`config.mk`:
```
export PLATFORM = sky130hd
export DESIGN_NAME = muldiv_seq_flat
export DESIGN_NICKNAME = d
export VERILOG_FILES = /design/src/rtl/muldiv_seq_if.sv /design/src/rtl/muldiv_seq.sv /design/src/flat_wrapper.sv
export SDC_FILE = /design/constraint.sdc
export NUM_CORES = 1
export LEC_CHECK = 0
export CORE_MARGIN = 10
export CORE_UTILIZATION = 50
export DETAILED_ROUTE_END_ITERATION = 8
export GPL_ROUTABILITY_DRIVEN = 0
export GPL_TIMING_DRIVEN = 0
export PLACE_DENSITY_LB_ADDON = 0.25
export SYNTH_ARGS = -nofsm -noshare
export SYNTH_HDL_FRONTEND = slang
export SYNTH_SLANG_ARGS = --single-unit
```
`constraint.sdc`:
```
create_clock -name clk -period 8.7 [get_ports clk]
set_input_delay 1.74 -clock clk [delete_from_list [all_inputs] [get_ports clk]]
set_output_delay 1.74 -clock clk [all_outputs]
set_load 0.05 [all_outputs]
```
`src/rtl/muldiv_seq_if.sv`:
```
// Request/response bundle between the core, the register file ports and the
// iterative multiply/divide unit.
interface muldiv_seq_if #(
  parameter int XLEN = 32
);
  logic            start;
  logic [2:0]      funct3;
  logic [XLEN-1:0] rs1_val;
  logic [XLEN-1:0] rs2_val;
  logic [4:0]      rd_in;
  logic            busy;
  logic            done;
  logic [4:0]      rd;
  logic            we;
  logic [XLEN-1:0] wdata;

  modport master (
    output start, funct3, rs1_val, rs2_val, rd_in,
    input  busy, done, rd, we, wdata
  );

  modport slave (
    input  start, funct3, rs1_val, rs2_val, rd_in,
    output busy, done, rd, we, wdata
  );
endinterface

```
`src/rtl/muldiv_seq.sv`:
```
// Iterative RV32M multiply/divide: one bit per cycle on operand magnitudes,
// sign fix-up at the end, single-cycle register-file write on completion.
module muldiv_seq #(
  parameter int XLEN = 32
) (
  input  logic         clk,
  input  logic         rst_n,
  muldiv_seq_if.slave  bus
);

  // state | meaning
  // IDLE  | waiting for start; operands latched on acceptance
  // CALC  | 32 shift-add / restoring shift-subtract iterations
  // FIX   | sign correction, special cases, result select
  // DONE  | result handed to the write-port registers
  typedef enum logic [1:0] {IDLE, CALC, FIX, DONE} state_t;

  state_t state_q, state_d;
  logic   accept;

  logic [2:0]      op_q;
  logic [XLEN-1:0] dividend_q;
  logic [XLEN-1:0] opnd_q;
  logic [XLEN-1:0] hi_q;
  logic [XLEN-1:0] lo_q;
  logic [4:0]      cnt_q;
  logic [4:0]      rd_q;
  logic            neg_q;
  logic            rem_neg_q;
  logic            b_zero_q;
  logic [XLEN-1:0] res_q;
  logic            done_q;
  logic            we_q;
  logic [4:0]      rd_out_q;
  logic [XLEN-1:0] wdata_q;

  logic            signed_a, signed_b, a_neg, b_neg, is_div;
  logic [XLEN-1:0] a_mag, b_mag;
  logic [XLEN:0]   mul_sum;
  logic [XLEN:0]   div_shift, div_diff;
  logic [2*XLEN-1:0] prod, prod_c;
  logic [XLEN-1:0] quo_c, rem_c, fix_res;

  always_ff @(posedge clk or negedge rst_n) begin
    if (!rst_n) state_q <= IDLE;
    else        state_q <= state_d;
  end

  // done_q high means the write-port cycle is still on the bus, so a new
  // request is not taken until the following cycle.
  always_comb begin
    state_d = state_q;
    accept  = 1'b0;
    case (state_q)
      IDLE: if (bus.start && !done_q) begin
        accept  = 1'b1;
        state_d = CALC;
      end
      CALC: if (cnt_q == 5'd0) state_d = FIX;
      FIX:  state_d = DONE;
      DONE: state_d = IDLE;
      default: state_d = IDLE;
    endcase
  end

  always_comb begin
    is_div   = bus.funct3[2];
    signed_a = (bus.funct3 == 3'b001) || (bus.funct3 == 3'b010) ||
               (bus.funct3 == 3'b100) || (bus.funct3 == 3'b110);
    signed_b = (bus.funct3 == 3'b001) || (bus.funct3 == 3'b100) ||
               (bus.funct3 == 3'b110);
    a_neg    = signed_a && bus.rs1_val[XLEN-1];
    b_neg    = signed_b && bus.rs2_val[XLEN-1];
    a_mag    = a_neg ? -bus.rs1_val : bus.rs1_val;
    b_mag    = b_neg ? -bus.rs2_val : bus.rs2_val;
  end

  always_comb begin
    mul_sum   = {1'b0, hi_q} + (lo_q[0] ? {1'b0, opnd_q} : '0);
    div_shift = {hi_q, lo_q[XLEN-1]};
    div_diff  = div_shift - {1'b0, opnd_q};
  end

  always_comb begin
    prod    = {hi_q, lo_q};
    prod_c  = neg_q ? -prod : prod;
    quo_c   = neg_q ? -lo_q : lo_q;
    rem_c   = rem_neg_q ? -hi_q : hi_q;
    fix_res = '0;
    case (op_q)
      3'b000:                 fix_res = prod_c[XLEN-1:0];
      3'b001, 3'b010, 3'b011: fix_res = prod_c[2*XLEN-1:XLEN];
      3'b100, 3'b101:         fix_res = b_zero_q ? '1 : quo_c;
      default:                fix_res = b_zero_q ? dividend_q : rem_c;
    endcase
  end

  // Multiply: lo holds the multiplier and collects product low bits as the
  // partial sum shifts right. Divide: lo holds the dividend and collects
  // quotient bits while hi is the running remainder.
  always_ff @(posedge clk or negedge rst_n) begin
    if (!rst_n) begin
      op_q       <= '0;
      dividend_q <= '0;
      opnd_q     <= '0;
      hi_q       <= '0;
      lo_q       <= '0;
      cnt_q      <= '0;
      rd_q       <= '0;
      neg_q      <= 1'b0;
      rem_neg_q  <= 1'b0;
      b_zero_q   <= 1'b0;
      res_q      <= '0;
      done_q     <= 1'b0;
      we_q       <= 1'b0;
      rd_out_q   <= '0;
      wdata_q    <= '0;
    end else begin
      done_q <= 1'b0;
      we_q   <= 1'b0;
      if (accept) begin
        op_q       <= bus.funct3;
        dividend_q <= bus.rs1_val;
        rd_q       <= bus.rd_in;
        neg_q      <= a_neg ^ b_neg;
        rem_neg_q  <= a_neg;
        b_zero_q   <= (bus.rs2_val == '0);
        hi_q       <= '0;
        lo_q       <= is_div ? a_mag : b_mag;
        opnd_q     <= is_div ? b_mag : a_mag;
        cnt_q      <= 5'd31;
      end
      if (state_q == CALC) begin
        cnt_q <= cnt_q - 5'd1;
        if (op_q[2]) begin
          if (!div_diff[XLEN]) begin
            hi_q <= div_diff[XLEN-1:0];
            lo_q <= {lo_q[XLEN-2:0], 1'b1};
          end else begin
            hi_q <= div_shift[XLEN-1:0];
            lo_q <= {lo_q[XLEN-2:0], 1'b0};
          end
        end else begin
          hi_q <= mul_sum[XLEN:1];
          lo_q <= {mul_sum[0], lo_q[XLEN-1:1]};
        end
      end
      if (state_q == FIX) res_q <= fix_res;
      if (state_q == DONE) begin
        done_q   <= 1'b1;
        we_q     <= (rd_q != 5'd0);
        rd_out_q <= rd_q;
        wdata_q  <= res_q;
      end
    end
  end

  assign bus.busy  = (state_q != IDLE) || done_q;
  assign bus.done  = done_q;
  assign bus.we    = we_q;
  assign bus.rd    = rd_out_q;
  assign bus.wdata = wdata_q;

endmodule
```
`src/flat_wrapper.sv`:
```
// flat-port wrapper written by rule: the top's interface ports become plain ports
module muldiv_seq_flat 
#(
  parameter int XLEN = 32
)
  (clk, rst_n, bus_start, bus_funct3, bus_rs1_val, bus_rs2_val, bus_rd_in, bus_busy, bus_done, bus_rd, bus_we, bus_wdata);
  muldiv_seq_if #(.XLEN(XLEN)) bus_i ();
  input  logic clk;
  input  logic rst_n;
  input wire logic [$bits(bus_i.start)-1:0] bus_start;
  input wire logic [$bits(bus_i.funct3)-1:0] bus_funct3;
  input wire logic [$bits(bus_i.rs1_val)-1:0] bus_rs1_val;
  input wire logic [$bits(bus_i.rs2_val)-1:0] bus_rs2_val;
  input wire logic [$bits(bus_i.rd_in)-1:0] bus_rd_in;
  output wire logic [$bits(bus_i.busy)-1:0] bus_busy;
  output wire logic [$bits(bus_i.done)-1:0] bus_done;
  output wire logic [$bits(bus_i.rd)-1:0] bus_rd;
  output wire logic [$bits(bus_i.we)-1:0] bus_we;
  output wire logic [$bits(bus_i.wdata)-1:0] bus_wdata;
  assign bus_i.start = bus_start;
  assign bus_i.funct3 = bus_funct3;
  assign bus_i.rs1_val = bus_rs1_val;
  assign bus_i.rs2_val = bus_rs2_val;
  assign bus_i.rd_in = bus_rd_in;
  assign bus_busy = bus_i.busy;
  assign bus_done = bus_i.done;
  assign bus_rd = bus_i.rd;
  assign bus_we = bus_i.we;
  assign bus_wdata = bus_i.wdata;
  muldiv_seq #(.XLEN(XLEN)) u_core (.clk(clk), .rst_n(rst_n), .bus(bus_i));
endmodule
```
==> out/metrics.cfg <==
[clock_network]
cts_tree=done
cts.htree.levels=1
cts-root-buf=clkbuf_16
cts_buffers=25
holdBufCountCts=0
post_cts_buffers=0
clock_sinks=217
cts_resized=0
clkLatencyLatePin_ns=0.55
clkTransAtPathRegs_ns=0.06
cts_buffer_depth=3

[pwr]
ir_worst_vdd_uv=208.9
p_int_mw=4.280
p_per_area_mw_per_mm2=456.6
netSwitchingPower_mw=4.839
seq_power_share=0.223
clockPowerShare=0.116
p_sw_frac=0.5307
p_leak_nw=8.177
comb_power_share=0.661

[logic_synthesis]
syn_area_mm2=0.01742
synth_top_area_share=0.3117
synth_enable_flop_cells=0
ys_seq_elements=217
syn-num-nets=2334
synth_area_leader_cell=dfrtp_1
synth_flop_cell=dfrtp_1
synth_cells=2183
ys_seq_area_frac=0.3117
avgSynthCellArea_um2=7.980
synth-async-reset-ratio=1.000
yosysMostFrequentCell=nand2_1
synthTopCellsByCount=303 x nand2_1, 217 x dfrtp_1, 194 x o21ai_0
synthTopCellsByArea=dfrtp_1 31%, nand2_1 6.5%, xnor2_1 5.9%
ys_warn_count=0
yosysUniqueCellTypes=77

[worst_setup_path]
path_cells=clkdlybuf4s50_1, clkbuf_1, inv_1, o21ai_0, and2_0, clkbuf_1, o41ai_1, xnor2_1, nor2_1, a211oi_1, a211oi_1, a21oi_1
worstPathArrival_ns=5.34
cp_top_family=buffers and inverters
critical_path_class=input pin to flip-flop
crit_fanout=10
critPathSlowestCell=clkdlybuf4s50_1
end_kind=flip-flop
critPathLaunchType=input pin
slowest_delay_ns=0.57
worstPathBufferInverterCount=4
worst_ep_required_time_ns=9.18

[placement]
place_ws_ns=3.406
numPortBuffers=114
dp_hpwl_um=52330
dpl.cell_count=2753

[status]
outcome=completed

[final_layout]
fin_util=0.5795
drive_gt1_frac=0.04742
area_growth_syn_to_layout_pct=14.63
multi_input_area_mm2=0.01119
layout.cells.non_filler=2797
fin_nets=2476
fillers=3202
seqCellArea_mm2=0.005430

[detailed_routing]
num_vias=18220
ant_nets=0
dr.pass1.iters=7
avgRoutedWirePerCell_um=24.18
vias_per_cell=6.514
drc_errors=0
first_iter_violations=2647
wl_um=67640

[global_route]
grt_pass1_wl_um=102000
grt_usage=0.3082
antenna_found_initial=0
grt_pass1_vias=17450
grt_overflow=0
grt_max_degree=112

[die]
die_h_um=206.7
rows=68
start_util=0.5056
die-area_mm2=0.04271
ios=115
core_mm2=0.03446
chipWidth_um=206.7

[sta]
hold_viol=0
setup_viol=0
worst_clock_skew_ns=0.02536
fin_crit_ns=4.866
maxClockFrequency_ghz=0.2055
finalCritPeriodShare=0.5593
rsz0062_at_grt=false
worst_pin_slew_ns=1.308
layout_setup_ws_ns=3.834
slew_headroom=0.1201
final_max_slew_viol_count=0

[worst_hold_path]
hold_path_class=flip-flop to flip-flop

[job]
cap_viol_max_count=0

-- flip-flops by register name (all words and copies together) (netlist names), 3 cells and up --
name               flops
u_core.bus.rd          5
u_core.bus.wdata      32
u_core.cnt_q           5
u_core.dividend_q     32
u_core.hi_q           32
u_core.lo_q           32
u_core.op_q            3
u_core.opnd_q         32
u_core.rd_q            5
u_core.res_q          32
-- cell type report --
type | count | share of cell area
multi-input combinational | 1756 | 0.5604
antenna | 1 | 0.0001253
tap | 455 | 0.02851
sequential | 217 | 0.2719
inverter | 73 | 0.01372
clock inverter | 9 | 0.004699
clock buffer | 34 | 0.03553
buffer | 137 | 0.02632
timing repair buffer | 115 | 0.05877
-- cell families after synthesis --
logic type	count (synthesis)	share of synthesized area
AO/OA/AOI/OAI	661	0.2351
adder cells (fa/ha/maj)	76	0.05545
buffers and inverters	210	0.04589
XOR/XNOR	205	0.1031
multiplexers	111	0.06715
AND/OR/NAND/NOR	703	0.1816
flip-flops	217	0.3117
-- per-stage QoR --
stage	power, mW	hold slack [ns]	area (µm²)	setup TNS, ns
2_1_floorplan	5.957	0.4454	17420	0
3_3_place_gp	7.657	0.4628	19130	-727.75
3_5_place_dp	7.790	0.4709	19160	0
4_1_cts	8.870	0.4843	19970	0
5_1_grt	9.601	0.4982	19970	0
6_report	9.118	0.4870	19970	0
-- power groups by stage --
stage	combinational (mW)	clock, mW	sequential, mW
floorplan	3.84	0	2.12
global placement	5.65	0	2.00
detailed placement	5.78	0	2.01
CTS	5.82	1.06	2.00
global route	6.43	1.10	2.07
finish	6.03	1.05	2.04
-- layer usage --
metal | global-route usage | share of wire
met2 | 0.4596 | 0.42
met4 | 0.1621 | 0.061
met5 | 0 | 0
met3 | 0.09395 | 0.13
met1 | 0.3952 | 0.38
-- cell usage in the layout (no fill, tap or decap), drive strengths merged, types with 12 or more instances in the layout --
cell type	netlist	layout
buf	10	12
inv	72	74
mux2	47	47
dfrtp	217	217
and2	13	13
a31oi	19	19
nand2	303	303
o221ai	18	18
nor2	193	193
clkbuf	127	161
nand3	28	28
xor2	87	87
o211ai	15	15
nor3	29	29
o41ai	14	14
a211oi	43	43
a221oi	17	17
nand2b	19	19
xnor2	118	118
o21ai	206	206
a21o	20	20
a22oi	18	18
ha	74	74
a21oi	192	192
nor4	17	17
and3	15	15
o31ai	32	32
mux2i	64	64
or3	26	26
clkdlybuf4s50	0	113
-- tightest hold or removal path, delay by kind of cell, from the launching register on --
kind | cells | cell delay (ns)
AND/OR/NAND/NOR | 2 | 0.11
flip-flops | 1 | 0.34
-- path summary, 6_finish.rpt --
kind                            depth (start not counted)                         startpoint  slack (ns)                                end
worst min register to register                          2  u_core.dividend_q[26]$_DFFE_PN0P_        0.49  u_core.dividend_q[26]$_DFFE_PN0P_
min in group asynchronous                               1                              rst_n        1.28   u_core.bus.wdata[20]$_DFFE_PN0P_
worst min-delay path                                    2  u_core.dividend_q[26]$_DFFE_PN0P_        0.49  u_core.dividend_q[26]$_DFFE_PN0P_
worst max register to register                         11         u_core.hi_q[0]$_DFFE_PN0P_        3.91         u_core.hi_q[9]$_DFFE_PN0P_
max in group asynchronous                               2                              rst_n        6.38        u_core.hi_q[22]$_DFFE_PN0P_
worst max-delay path                                   12                      bus_funct3[2]        3.83        u_core.lo_q[12]$_DFFE_PN0P_
Power figures use the tool's default switching activity.
